--- src/rtl/pc_pkg.sv ---
// Shared definitions for the program counter / return-stack block.
// Latency: n/a (types and constants only).
// Backpressure: n/a.
// Contents: pc_op_t operation encoding (PC_OP_SEQ/JUMP/CALL/RET).
package pc_pkg;

  // Control-unit operation codes driven on pc_call_stack.op
  typedef enum logic [1:0] {
    PC_OP_SEQ  = 2'b00,
    PC_OP_JUMP = 2'b01,
    PC_OP_CALL = 2'b10,
    PC_OP_RET  = 2'b11
  } pc_op_t;

endpackage

--- src/rtl/pc_ret_stack.sv ---
// LIFO of return addresses with full/empty decoded from a registered entry count.
// Latency: push/pop take effect on the next rising clk; top is combinational from state.
// Backpressure: push while full and pop while empty are ignored (caller flags the error).
// Ports: clk, rst (async active-high, clears count only), push/push_data, pop,
//        top (most recent entry, 0 when empty), full, empty.
module pc_ret_stack #(
  parameter int unsigned WIDTH       = 32,
  parameter int unsigned STACK_DEPTH = 4
) (
  input  logic             clk,
  input  logic             rst,
  input  logic             push,
  input  logic [WIDTH-1:0] push_data,
  input  logic             pop,
  output logic [WIDTH-1:0] top,
  output logic             full,
  output logic             empty
);

  // Count needs to represent 0..STACK_DEPTH; index covers 0..STACK_DEPTH-1.
  localparam int unsigned PTR_W = $clog2(STACK_DEPTH + 1);
  localparam int unsigned IDX_W = (STACK_DEPTH > 1) ? $clog2(STACK_DEPTH) : 1;

  logic [PTR_W-1:0] cnt;
  logic [WIDTH-1:0] mem [STACK_DEPTH];
  logic [IDX_W-1:0] wr_idx;
  logic [IDX_W-1:0] top_idx;
  logic             do_push;
  logic             do_pop;

  assign full    = (cnt == PTR_W'(STACK_DEPTH));
  assign empty   = (cnt == '0);
  assign do_push = push & ~full;
  assign do_pop  = pop & ~empty;

  // Next free slot is at cnt; the newest entry sits one below it.
  assign wr_idx  = IDX_W'(cnt);
  assign top_idx = IDX_W'(cnt - PTR_W'(1));
  assign top     = empty ? '0 : mem[top_idx];

  always_ff @(posedge clk or posedge rst) begin
    if (rst) begin
      cnt <= '0;
    end else if (do_push) begin
      cnt <= cnt + PTR_W'(1);
    end else if (do_pop) begin
      cnt <= cnt - PTR_W'(1);
    end
  end

  // Entry storage is not reset: only the count defines what is valid.
  always_ff @(posedge clk) begin
    if (do_push) begin
      mem[wr_idx] <= push_data;
    end
  end

endmodule

--- src/rtl/pc_call_stack.sv ---
// Program counter with sequential fetch (wrap after LAST), jump, call and return.
// Latency: one cycle from op (with en=1) to the new pc; stack flags update with pc.
// Backpressure: en=0 stalls everything; call-on-full / return-on-empty set sticky err.
// Ports: clk, rst (async active-high), en, op (pc_op_t), target, rel,
//        pc, stack_full, stack_empty, err.
// Option: define PC_REL_BRANCH_EN to let rel=1 make JUMP/CALL targets pc-relative.
module pc_call_stack
  import pc_pkg::*;
#(
  parameter int unsigned WIDTH       = 32,
  parameter int unsigned LAST        = 16,
  parameter int unsigned STEP        = 1,
  parameter int unsigned STACK_DEPTH = 4
) (
  input  logic             clk,
  input  logic             rst,
  input  logic             en,
  input  logic [1:0]       op,
  input  logic [WIDTH-1:0] target,
  input  logic             rel,
  output logic [WIDTH-1:0] pc,
  output logic             stack_full,
  output logic             stack_empty,
  output logic             err
);

  localparam logic [WIDTH-1:0] LAST_W = WIDTH'(LAST);
  localparam logic [WIDTH-1:0] STEP_W = WIDTH'(STEP);

  pc_op_t           op_q;
  logic [WIDTH-1:0] seq_pc;
  logic [WIDTH-1:0] tgt;
  logic [WIDTH-1:0] pc_nxt;
  logic [WIDTH-1:0] stk_top;
  logic             push;
  logic             pop;
  logic             err_set;

  assign op_q = pc_op_t'(op);

  // pc + STEP truncates to WIDTH bits; anything above LAST wraps to 0.
  assign seq_pc = (pc < LAST_W) ? (pc + STEP_W) : '0;

`ifdef PC_REL_BRANCH_EN
  // target is a two's-complement offset when rel=1; plain add wraps in WIDTH bits.
  assign tgt = rel ? (pc + target) : target;
`else
  logic unused_rel;
  assign unused_rel = rel;
  assign tgt        = target;
`endif

  always_comb begin
    pc_nxt  = pc;
    push    = 1'b0;
    pop     = 1'b0;
    err_set = 1'b0;
    if (en) begin
      case (op_q)
        PC_OP_SEQ: pc_nxt = seq_pc;
        PC_OP_JUMP: pc_nxt = tgt;
        PC_OP_CALL: begin
          // Call still jumps when the stack is full; only the push is lost.
          pc_nxt  = tgt;
          push    = ~stack_full;
          err_set = stack_full;
        end
        PC_OP_RET: begin
          // Return with nothing stacked falls through to the next instruction.
          if (stack_empty) begin
            pc_nxt  = seq_pc;
            err_set = 1'b1;
          end else begin
            pc_nxt = stk_top;
            pop    = 1'b1;
          end
        end
        default: pc_nxt = seq_pc;
      endcase
    end
  end

  always_ff @(posedge clk or posedge rst) begin
    if (rst) begin
      pc  <= '0;
      err <= 1'b0;
    end else begin
      pc  <= pc_nxt;
      err <= err | err_set;
    end
  end

  pc_ret_stack #(
    .WIDTH      (WIDTH),
    .STACK_DEPTH(STACK_DEPTH)
  ) u_ret_stack (
    .clk      (clk),
    .rst      (rst),
    .push     (push),
    .push_data(seq_pc),
    .pop      (pop),
    .top      (stk_top),
    .full     (stack_full),
    .empty    (stack_empty)
  );

endmodule

--- config.mk ---
export PLATFORM = sky130hd
export DESIGN_NAME = pc_call_stack
export DESIGN_NICKNAME = d
export VERILOG_FILES = /design/src/rtl/pc_pkg.sv /design/src/rtl/pc_ret_stack.sv /design/src/rtl/pc_call_stack.sv
export SDC_FILE = /design/constraint.sdc
export NUM_CORES = 1
export LEC_CHECK = 0
export CAP_MARGIN = 0
export CORE_ASPECT_RATIO = 0.6
export CORE_MARGIN = 2
export CORE_UTILIZATION = 50
export CTS_CLUSTER_SIZE = 10
export DETAILED_ROUTE_END_ITERATION = 8
export PLACE_DENSITY = 0.75
export SYNTH_ARGS = -nofsm -noshare
export SYNTH_HDL_FRONTEND = slang
export SYNTH_SLANG_ARGS = --single-unit
export TNS_END_PERCENT = 30
--- constraint.sdc ---
create_clock -name clk -period 3 [get_ports clk]
set_input_delay 0.75 -clock clk [delete_from_list [all_inputs] [get_ports clk]]
set_output_delay 0.75 -clock clk [all_outputs]
set_load 0.05 [all_outputs]
# [Word-level counts from Yosys, hierarchy flattened]
# Memories as Yosys holds them, arrays and structs flattened.
# Index checks and enable logic that the tools add are counted.
[op_classes] addsub=3 magnitude_cmp=1 eq_ne=4 muxes=15 n_bitwise=5 n_reduce_logical=4
[op_table] operator="32-bit one-hot mux with 3 select lines" n=1
[op_table] operator="32-bit 2-to-1 mux" n=2
[op_table] operator="32-bit by 1-bit adder with 32-bit output (second input constant)" n=1
[op_table] operator="32-bit by 5-bit < comparator with 1-bit output (second input constant)" n=1
[op_table] operator="1-bit 2-to-1 mux" n=9
[op_table] operator="3-bit 2-to-1 mux" n=2
[op_table] operator="2-bit == test (second input constant)" n=2
[op_table] operator="3-bit by 1-bit adder with 3-bit output (second input constant)" n=1
[op_table] operator="3-bit == test (second input constant)" n=1
[op_table] operator="3-bit logical NOT" n=1
[op_table] operator="3-bit by 1-bit subtractor with 3-bit output (second input constant)" n=1
[op_table] operator="1-bit AND" n=2
[op_table] operator="2-bit by 1-bit == test with 1-bit output (second input constant)" n=1
[op_table] operator="2-bit logical NOT" n=1
[op_table] operator="1-bit inverter" n=2
[op_table] operator="1-bit one-hot mux with 2 select lines" n=1
[op_table] operator="2-bit nonzero test" n=1
[op_table] operator="2-bit OR reduction" n=1
[op_table] operator="1-bit bitwise OR" n=1
[totals] regBits=36 ram_bits=128 in_bits=38 out_inout_bits=35 n_memories=1
[memory_table] name="u_ret_stack.mem" depth=4 word_bits=32 read_ports=1 rd_ports_with_merged_regs=0 write_ports=1 line_no="pc_ret_stack.sv:25" source="logic [WIDTH-1:0] mem [STACK_DEPTH];"

# [Longest topological paths before layout]
# Gate-level depths: netlist of run 1.
[logic_depth] word_depth=7 mapped_depth=10 mapped_depth_nobuf=7

# [Cells and area by module]
# A second synthesis of run 1 with hierarchy kept.
[unflattened] cells_unflattened=390 hier_area_um2=6827.8
[modules_own_cells] mod="pc_ret_stack" instances=1 cells_each=235 area_per_inst_um2=5122.4
[modules_own_cells] mod="pc_call_stack" instances=1 cells_each=155 area_per_inst_um2=1705.4

# [Worst setup path after synthesis of run 1]
# No wires, ideal clock.
[synth_timing] path_type="reg-to-reg" from="reg u_ret_stack.cnt[0]" to="mem u_ret_stack.mem[3][0], enable pin" setup_time_ns=0.393 arrival_time_ns=2.747 required_time_ns=2.607 slack_ns=-0.140 stages_incl_launch_ff=8 cell_sequence="dfrtp_1 buf_4 buf_2 inv_1 ha_1 ha_1 and3b_1 and2_1"
[synth_via] elab_chain_len=7
[synth_rtl] item="from (decl)" line_no="pc_ret_stack.sv:24" source="logic [PTR_W-1:0] cnt;"
[synth_rtl] item="from (signal assigned)" line_no="pc_ret_stack.sv:45" source="cnt <= cnt + PTR_W'(1);"
[synth_rtl] item="from (signal assigned)" line_no="pc_ret_stack.sv:47" source="cnt <= cnt - PTR_W'(1);"
[synth_rtl] item="3-bit == test *" line_no="pc_ret_stack.sv:31" source="assign full = (cnt == PTR_W'(STACK_DEPTH));"
[synth_rtl] item="via stack_full" line_no="pc_call_stack.sv:22" source="output logic stack_full,"
[synth_rtl] item="1-bit inverter *" line_no="pc_ret_stack.sv:33, pc_call_stack.sv:65"
[synth_rtl] item="1-bit 2-to-1 mux" line_no="pc_call_stack.sv:59" source="case (op_q)"
[synth_rtl] item="1-bit 2-to-1 mux" line_no="pc_call_stack.sv:58" source="if (en) begin"
[synth_rtl] item="1-bit AND *" line_no="pc_ret_stack.sv:33" source="assign do_push = push & ~full;"
[synth_rtl] item="1-bit 2-to-1 mux *" line_no="pc_ret_stack.sv:53" source="if (do_push) begin"
[synth_rtl] item="1-bit 2-to-1 mux (not written as such) *" line_no="pc_ret_stack.sv:54" source="mem[wr_idx] <= push_data;"
[synth_rtl] item="to (decl)" line_no="pc_ret_stack.sv:25"
# Mark *: on every way through the listed nets, which the timed path passes. The rest lies on a longest branch.

# [Worst setup path after layout of run 1]
[layout_timing] from="reg u_ret_stack.cnt[1]" to="out stack_empty"
[layout_via] elab_chain_len=1
[layout_rtl] item="3-bit logical NOT" line_no="pc_ret_stack.sv:32" source="assign empty = (cnt == '0);"
[layout_rtl] item="to (decl)" line_no="pc_call_stack.sv:23" source="output logic stack_empty,"
# No other way between the ends.

==> metrics.txt, run 1 <==
status=finished, final reports clean; worst vdd ir=520 µV; clock skew=6.38 ps; worst relative slew slack=0.505; I/O Buffers=71; largest net degree at the start of global routing=39; hpwl dp=9530 µm; share of layout cells above drive strength 1=0.152; Req. time, crit path=2250 ps; CTS tree=done; CTS H-tree lvls=4; Worst Path Arrival=1770 ps; Vias/cell=5.36; GRT Util Overall=0.222; Avg Inst Size Synth=18.0 µm²; Synth Flop Type=edfxtp_1; Die Area=14300 µm²; FP Rows=32; fillers=897; RSZ-0062 raised after global routing=no; clock transition at the registers of the reported paths=60 ps; critical path's largest stage delay=400 ps; worst hold slack=486 ps; footprint of the multi-input gates=2220 µm²; asr flop ratio synth=0.220; buffer and inverter count on the worst path=2; clock latency on the worst-skew pair=420 ps; Mapped Area=6680 µm²; vias in the first global route=4226; Reg area=4750 µm²; first-pass iteration count of the detailed router=5; DP Area=8100 µm²; initial antenna violation count=0; Leak=3.26 nW; diode count=0; initial core utilization=0.517; FF-to-FF setup slack=790 ps; crit path capture type=primary output; Power per Cell Area=836 nW/µm²; Placed Cells=718; Max Fclk=397 MHz; RD Place Congestion=0.840; #FFs+latches synth=164; delay-heaviest family, CP=adder cells; critical path's most frequent cell=ha_1; cts hold-fix bufs=0; total grt overflow=0; # DRC=0; Hold Vio Cnt, Final=0; Post-DRT Antenna Nets=0; Final Cell Area=8710 µm²; post-CTS resize count=0; pre-CTS setup slack=325 ps; Tmin final=2520 ps; Setup crit start kind=flop; via count=4020; unique cell type count in the Yosys netlist=42; Final Util=0.674; critical path's slowest cell=dfrtp_1; Die Ht=93.5 µm; Synth-to-Final Area Change=30.5%; total wire length=14900 µm; Hold Crit Class=flop to flop; I/O pin cnt=73; maximum capacitance violations=0; cells along the critical path=inv_1 > ha_1 > ha_1 > buf_4; clock tree root driver cell=clkbuf_16; Synth warnings=0; Final nets=615; Slew Viols, Final=0; fin worst setup slack=482 ps; Layout Cells excl Fill=750; CTS Sinks=164; CTS max path bufs=2; Cells after Synth=372; DRT iter0 DRCs=373; commonest cells after routing, fill and taps aside=edfxtp_1 (128), conb_1 (108), clkdlybuf4s50_1 (69); CP max FO=6; Post-synth EDFFs=128; wire per inst=19.8 µm; most common cell after layout, fill and taps aside=edfxtp_1; DIE WIDTH=153 µm; post-CTS setup repair buffer count=0; Tcrit/Tclk final=0.839; CP Class=flop to primary output; TritonCTS buffer count=17; sequential fraction of the synthesis area=0.710; # setup viols final=0; Slew @ Worst Pin=743 ps; global-route wire length before repair=23400 µm; core area=12900 µm²
==> cell type report <==
cell class                 count  share of cell area
sequential                   164               0.545
multi-input combinational    286               0.254
timing repair buffer          89               0.102
clock buffer                  19              0.0497
tap                          170              0.0244
clock inverter                13              0.0210
inverter                       9             0.00388
==> routing by layer <==
layer	part of all wire	up-vias	routed length, µm	GRT usage
met5	0	-	0	0
li1	-	1804	-	-
met3	0.070	17	1050	0.0621
met1	0.45	2053	6630	0.310
met2	0.47	146	6990	0.342
met4	0.013	0	199	0.0733
==> final timing paths <==
path                                    startpoint                      to  cells past startpoint
worst max-delay path            u_ret_stack.cnt[1]             stack_empty                      4
worst min-delay path                           err                     err                      1
worst max register to register  u_ret_stack.cnt[1]  u_ret_stack.mem[0][13]                      6
worst min register to register                 err                     err                      1
max in group asynchronous                      rst      u_ret_stack.cnt[0]                      3
min in group asynchronous                      rst                  pc[25]                      3
==> synth_stat cells, types with 2 or more instances <==
master	count	share of area
mux4_2	28	0.094
o211ai_1	2	0.0022
o221ai_1	2	0.0026
dfrtp_1	36	0.13
nand3b_1	3	0.0034
and2_1	6	0.0056
nor2b_1	3	0.0028
nand3_1	5	0.0037
nor3_1	3	0.0022
buf_2	2	0.0015
nor2_1	7	0.0039
xnor2_1	2	0.0026
clkbuf_1	11	0.0062
a22oi_1	30	0.034
buf_4	4	0.0045
a21oi_1	2	0.0015
o2bb2ai_1	28	0.037
or4_4	2	0.0034
ha_1	10	0.019
nor2_4	2	0.0034
o22ai_1	2	0.0019
inv_1	8	0.0045
nand4_1	4	0.0037
xor2_1	2	0.0026
buf_1	3	0.0017
mux2i_1	9	0.013
o21ai_0	5	0.0037
edfxtp_1	128	0.58
nand2_1	6	0.0034
or4_1	5	0.0056
==> kinds of logic after synthesis <==
| logic type | synth area share |
|---|---|
| AOI/OAI and AO/OA | 0.0873 |
| xor gates and xnor gates | 0.00525 |
| adders and majority gates | 0.0187 |
| buffers and inverters | 0.0189 |
| DFF | 0.710 |
| muxes | 0.110 |
| other | 0.000561 |
| and+or+nand+nor | 0.0494 |
==> registers in the layout (all words and copies together) (netlist names) <==
name	flops
err	1
u_ret_stack.mem	128
u_ret_stack.cnt	3
pc	32
==> report_power, final <==
part / switching [W] / leakage [nW] / internal (W)
clock: 0.000877 / 0.293 / 0.00139
combinational: 0.00126 / 1.34 / 0.000956
sequential: 0.000137 / 1.63 / 0.00266
total: 0.00227 / 3.26 / 0.00501
==> per-stage QoR <==
stage	setup TNS, ps	total power (W)
4_1_cts	0	0.00733
3_3_place_gp	0	0.00502
2_1_floorplan	-7780	0.00440
6_report	0	0.00728
5_1_grt	0	0.00759
3_5_place_dp	0	0.00507
Power figures use the tool's default switching activity.
==> inputs of run 2 (changes only) <==
clock period = 2.18 ns   (was 3 ns; I/O delays follow)
==> run 2 against run 1 <==
Net effect:
- register-to-register slack got worse by 680 ps
- flip-flop and latch count is the same
- routed wire length decreased by 0.24%
- largest power group unchanged
- combinational power is 43% higher
- total power grew 34%
- sequential power up 38%
- cell count rose by 1.7%
- sequential share of layout area down 0.94 points
- global-route usage is 0.085 points higher
==> metrics.txt, run 2 (same netlist as run 1, synthesis figures left out) <==
crit path capture type=primary output (unchanged); global-route wire length before repair=23500 µm (was 23400 µm); Hold Crit Class=flop to flop (unchanged); DRT iter0 DRCs=440 (was 373); worst vdd ir=607 µV (was 520 µV); post-CTS setup repair buffer count=0 (unchanged); Slew @ Worst Pin=529 ps (was 743 ps); Final Util=0.686 (was 0.674); fillers=891 (was 897); Layout Cells excl Fill=763 (was 750); buffer and inverter count on the worst path=1 (was 2); CTS Sinks=164 (unchanged); clock power share=0.284 (was 0.312); Leak=3.55 nW (was 3.26 nW); Tcrit/Tclk final=0.982; clock transition at the registers of the reported paths=60 ps (about the same); Worst Path Arrival=1590 ps (was 1770 ps); Final nets=628 (was 615); # setup viols final=0 (unchanged); I/O Buffers=71 (unchanged); DIE WIDTH=153 µm (unchanged); Vias/cell=5.33 (was 5.36); met2 Usage GRT=0.343 (was 0.342); Largest regs=u_ret_stack.mem x128, pc x32, u_ret_stack.cnt x3 (unchanged); Max Fclk=467 MHz; Placed Cells=731 (was 718); core area=12900 µm² (unchanged); Synth-to-Final Area Change=32.7% (was 30.5%); CTS tree=done (unchanged); commonest cells after routing, fill and taps aside=edfxtp_1 (128), conb_1 (108), clkdlybuf4s50_1 (39) (was edfxtp_1 (128), conb_1 (108), clkdlybuf4s50_1 (69)); hpwl dp=9930 µm (was 9530 µm); GRT Util Overall=0.223 (was 0.222); DP Area=8310 µm² (was 8100 µm²); initial core utilization=0.517 (unchanged); delay-heaviest family, CP=buffers and inverters (was adder cells); vias in the first global route=4238 (was 4226); Setup crit start kind=flop (unchanged); Sw Share=0.321 (was 0.312); critical path's slowest cell=clkdlybuf4s50_1 (was dfrtp_1); share of layout cells above drive strength 1=0.187 (was 0.152); total wire length=14800 µm (was 14900 µm); Slew Viols, Final=0 (unchanged); first-pass iteration count of the detailed router=5 (unchanged); clock latency on the worst-skew pair=420 ps (about the same); Req. time, crit path=1630 ps (was 2250 ps); internal power=0.00664 W (was 0.00501 W); status=finished, final reports clean (unchanged); Comb pwr share=0.322 (was 0.304); Psw=0.00314 W (was 0.00227 W); TritonCTS buffer count=17 (unchanged); maximum capacitance violations=0 (unchanged); cts hold-fix bufs=0 (unchanged); met3 usage=0.0556 (was 0.0621); Seq pwr share=0.394 (was 0.384); critical path's largest stage delay=810 ps (was 400 ps); clock skew=12.9 ps (was 6.38 ps); Top reg by flops=u_ret_stack.mem (unchanged); FP Rows=32 (unchanged); CP max FO=3 (was 6); Largest register FFs=128 (unchanged); CP Class=flop to primary output (unchanged); CTS H-tree lvls=4 (unchanged); largest net degree at the start of global routing=39 (unchanged); Final Cell Area=8870 µm² (was 8710 µm²); total grt overflow=0 (unchanged); RSZ-0062 raised after global routing=no (unchanged); Die Ht=93.5 µm (unchanged); Power per Cell Area=1100 nW/µm² (was 836 nW/µm²); worst relative slew slack=0.647 (was 0.505); wire per inst=19.4 µm (was 19.8 µm); Hold Vio Cnt, Final=0 (unchanged); initial antenna violation count=0 (unchanged); cells along the critical path=clkdlybuf4s50_1 (was inv_1 > ha_1 > ha_1 > buf_4); Top Usage Layer GRT=met2 (unchanged); Post-DRT Antenna Nets=0 (unchanged); I/O pin cnt=73 (unchanged); clock tree root driver cell=clkbuf_16 (unchanged); Tmin final=2140 ps; met1 usage=0.320 (was 0.310); most common cell after layout, fill and taps aside=edfxtp_1 (unchanged); Die Area=14300 µm² (unchanged); RD Place Congestion=0.774 (was 0.840); diode count=0 (unchanged); CTS max path bufs=2 (unchanged); via count=4066 (was 4020); # DRC=0 (unchanged)
## run 2: cell types whose count changed in the layout (fill, tap and decap cells not counted), sizes merged
| cell | previous run | this run |
|---|---|---|
| dlygate4sd2 | 0 | 15 |
| dlymetal6s2s | 0 | 12 |
| bufinv | 4 | 1 |
| buf | 20 | 36 |
| clkdlybuf4s50 | 69 | 39 |
| clkbuf | 19 | 22 |
## run 2: final timing paths
kind / start / endpoint / slack (ps) / depth (start not counted)
worst max register to register: pc[14] / u_ret_stack.mem[2][2] / 110 / 4
worst max-delay path: pc[15] / pc[15] / 40 / 1
max in group asynchronous: rst / u_ret_stack.cnt[0] / 1200 / 3
worst min register to register: err / err / 480 / 1
worst min-delay path: err / err / 480 / 1
min in group asynchronous: rst / pc[23] / 590 / 3
## run 2: power by group through the flow
| stage | clock network (W) | registers (W) | logic (W) |
|---|---|---|---|
| after floorplan | 0 | 0.00431 | 0.00187 |
| after global placement | 0 | 0.00390 | 0.00317 |
| after detailed placement | 0 | 0.00392 | 0.00321 |
| after CTS | 0.00283 | 0.00386 | 0.00318 |
| after global routing | 0.00296 | 0.00388 | 0.00338 |
| final | 0.00278 | 0.00386 | 0.00315 |
## run 2: worst reg2reg max path, delay by kind of cell, from the launching register on
kind	cells	cell delay, ps
flops	1	430
simple gates	4	1440
## run 2: stage by stage
stage	hold slack (ps)	TNS, ps	power (W)	setup slack (ps)
3_5_place_dp	473	-12500	0.00713	-234
6_report	483	0	0.00979	40.2
4_1_cts	490	0	0.00987	0.120
2_1_floorplan	572	0	0.00618	42.4
5_1_grt	517	0	0.0102	4.01
3_3_place_gp	461	-8420	0.00707	-140
## run 2: timing repair
action,4_1_cts,5_1_grt
resized for setup,15,13
pin swaps,0,0
endpoints found under the setup margin,15,28
## run 2: area by class of cell
class	count	area, µm²	area share
Clock inverter	10	86.3	0.00974
Timing Repair Buffer	102	1070	0.120
Multi-Input combinational cell	286	2270	0.256
Inverter	9	33.8	0.00381
Clock buffer	22	454	0.0512
Sequential cell	164	4750	0.535
Tap cell	170	213	0.0240
## run 2: routing by layer
metal,vias to the layer above,wire length [µm]
li1,1827,-
met1,2088,6820
met2,138,7020
met3,13,862
met4,0,127
met5,-,0
==> inputs of run 3 (changes only) <==
CORE_MARGIN = unset   (was 2)
clock period = 1.9 ns   (was 2.18 ns; I/O delays follow)
==> run 3 against run 2 <==
Net effect:
- die area shrank 3.4%
- critical path depth grew 3
- via count grew 1.5%
- flip-flop and latch count is the same
- setup slack lost 38 ps
==> metrics.txt, run 3 (same netlist as run 1, synthesis figures left out) <==
status=finished, final reports clean (unchanged); global-route wire length before repair=23400 µm (was 23500 µm); critical path depth=4 (was 1); CP Class=flop to primary output (unchanged); Hold Crit Class=input port to asynchronous set/reset pin (was flop to flop); Largest regs=u_ret_stack.mem x128, pc x32, u_ret_stack.cnt x3 (unchanged); clock transition at the registers of the reported paths=60 ps (about the same); hpwl dp=10200 µm (was 9930 µm); # setup viols final=0 (unchanged); crit path capture type=primary output (unchanged); diode count=0 (unchanged); wire per inst=19.3 µm (was 19.4 µm); total wire length=15000 µm (was 14800 µm); worst hold slack=425 ps (was 483 ps); Final Cell Area=8940 µm² (was 8870 µm²); Final nets=644 (was 628); DIE WIDTH=151 µm (was 153 µm); CTS H-tree lvls=4 (unchanged); maximum capacitance violations=0 (unchanged); Post-DRT Antenna Nets=0 (unchanged); worst vdd ir=801 µV (was 607 µV); FP Rows=32 (unchanged); Vias/cell=5.30 (was 5.33); Leak=3.45 nW (was 3.55 nW); core area=12900 µm² (unchanged); clock latency on the worst-skew pair=420 ps (about the same); DP Area=8310 µm² (about the same); Worst Path Arrival=1420 ps (was 1590 ps); first-pass iteration count of the detailed router=5 (unchanged); RSZ-0062 raised after global routing=yes (was no); DRT iter0 DRCs=436 (was 440); clock skew=9.81 ps (was 12.9 ps); pre-CTS setup slack=-370 ps (was -234 ps); via count=4127 (was 4066); Tcrit/Tclk final=0.999; Req. time, crit path=1420 ps (was 1630 ps); fin worst setup slack=2.45 ps (was 40.2 ps); Synth-to-Final Area Change=33.9% (was 32.7%); I/O pin cnt=73 (unchanged); total grt overflow=0 (unchanged); largest net degree at the start of global routing=37 (was 39); Die Ht=91.5 µm (was 93.5 µm); I/O Buffers=71 (unchanged); Setup crit start kind=flop (unchanged); setup TNS=0 ps (unchanged); # DRC=0 (unchanged); critical path's slowest cell=dfrtp_2 (was clkdlybuf4s50_1); vias in the first global route=4234 (was 4238); Placed Cells=741 (was 731); Layout Cells excl Fill=779 (was 763); Slew Viols, Final=0 (unchanged); R2R depth=6 (was 4); commonest cells after routing, fill and taps aside=edfxtp_1 (128), conb_1 (108), buf_4 (70) (was edfxtp_1 (128), conb_1 (108), clkdlybuf4s50_1 (39)); cts hold-fix bufs=0 (unchanged); Die Area=13800 µm² (was 14300 µm²); buffer and inverter count on the worst path=2 (was 1); Max Fclk=527 MHz; Top reg by flops=u_ret_stack.mem (unchanged); Hold Vio Cnt, Final=0 (unchanged); Power per Cell Area=1290 nW/µm² (was 1100 nW/µm²); CTS max path bufs=2 (unchanged); initial core utilization=0.517 (unchanged); CTS Sinks=164 (unchanged); critical path's most frequent cell=ha_4; clock tree root driver cell=clkbuf_16 (unchanged); CP max FO=6 (was 3); CTS tree=done (unchanged); cells along the critical path=inv_8 > ha_4 > ha_4 > buf_8 (was clkdlybuf4s50_1); critical path's largest stage delay=440 ps (was 810 ps); RD Place Congestion=0.842 (was 0.774); delay-heaviest family, CP=flip-flops (was buffers and inverters); share of layout cells above drive strength 1=0.273 (was 0.187); GRT Util Overall=0.237 (was 0.223); most common cell after layout, fill and taps aside=edfxtp_1 (unchanged); TritonCTS buffer count=17 (unchanged); Tmin final=1900 ps; Largest register FFs=128 (unchanged); initial antenna violation count=0 (unchanged)
==> run 3: cell count changes in the layout (fill, tap and decap cells not counted), moves of 2 or more <==
cell,change
dlymetal6s2s_1,-12
inv_8,+2
clkdlybuf4s50_1,-3
nor2_2,+4
clkinv_4,+2
nor2_1,-4
buf_8,+2
clkinv_2,-3
dlygate4sd2_1,-15
buf_4,+44
==> run 3: per-layer routing <==
layer,GRT usage,up-vias,wire [µm]
met3,0.0432,22,1040
met2,0.354,168,7070
met5,0,-,0
met1,0.344,2071,6630
li1,-,1866,-
met4,0.100,0,264
==> run 3: repair_timing <==
item,4_1_cts,5_1_grt
endpoints found under the setup margin,20,25
pin swaps,2,5
gates resized for setup,5,12
buffers inserted,1,5
==> run 3: final timing paths <==
| kind | from | endpoint | slack, ps |
|---|---|---|---|
| worst max-delay path | u_ret_stack.cnt[0] | stack_empty | 2 |
| min in group clk | err | err | 480 |
| max in group asynchronous | rst | u_ret_stack.cnt[0] | 1250 |
| worst max register to register | pc[13] | pc[2] | 60 |
| worst min-delay path | rst | pc[9] | 430 |
| worst min register to register | err | err | 480 |
==> run 3: where the power goes <==
| group | internal (W) | switching (W) |
|---|---|---|
| logic | 0.00183 | 0.00216 |
| clock network | 0.00172 | 0.00138 |
| registers | 0.00420 | 0.000222 |
==> run 3: metrics by stage <==
stage                      util  power (W)
after floorplan               -    0.00712
after global placement    0.642    0.00827
after detailed placement  0.642    0.00834
after CTS                 0.685     0.0115
after global routing      0.692     0.0120
final                     0.692     0.0115
==> run 3: area by class of cell <==
class	count	area, µm²
clock buffers	22	454
flip-flops and latches	164	4750
well taps	170	213
multi-input cells	286	2300
clock inverters	10	78.8
repair buffers	118	1110
inverters	9	41.3
fillers	847	3990
==> run 3: worst min-delay path, stage by stage <==
cell	delay [ps]
clkdlybuf4s50_1	400
inv_1	100
buf_12	240
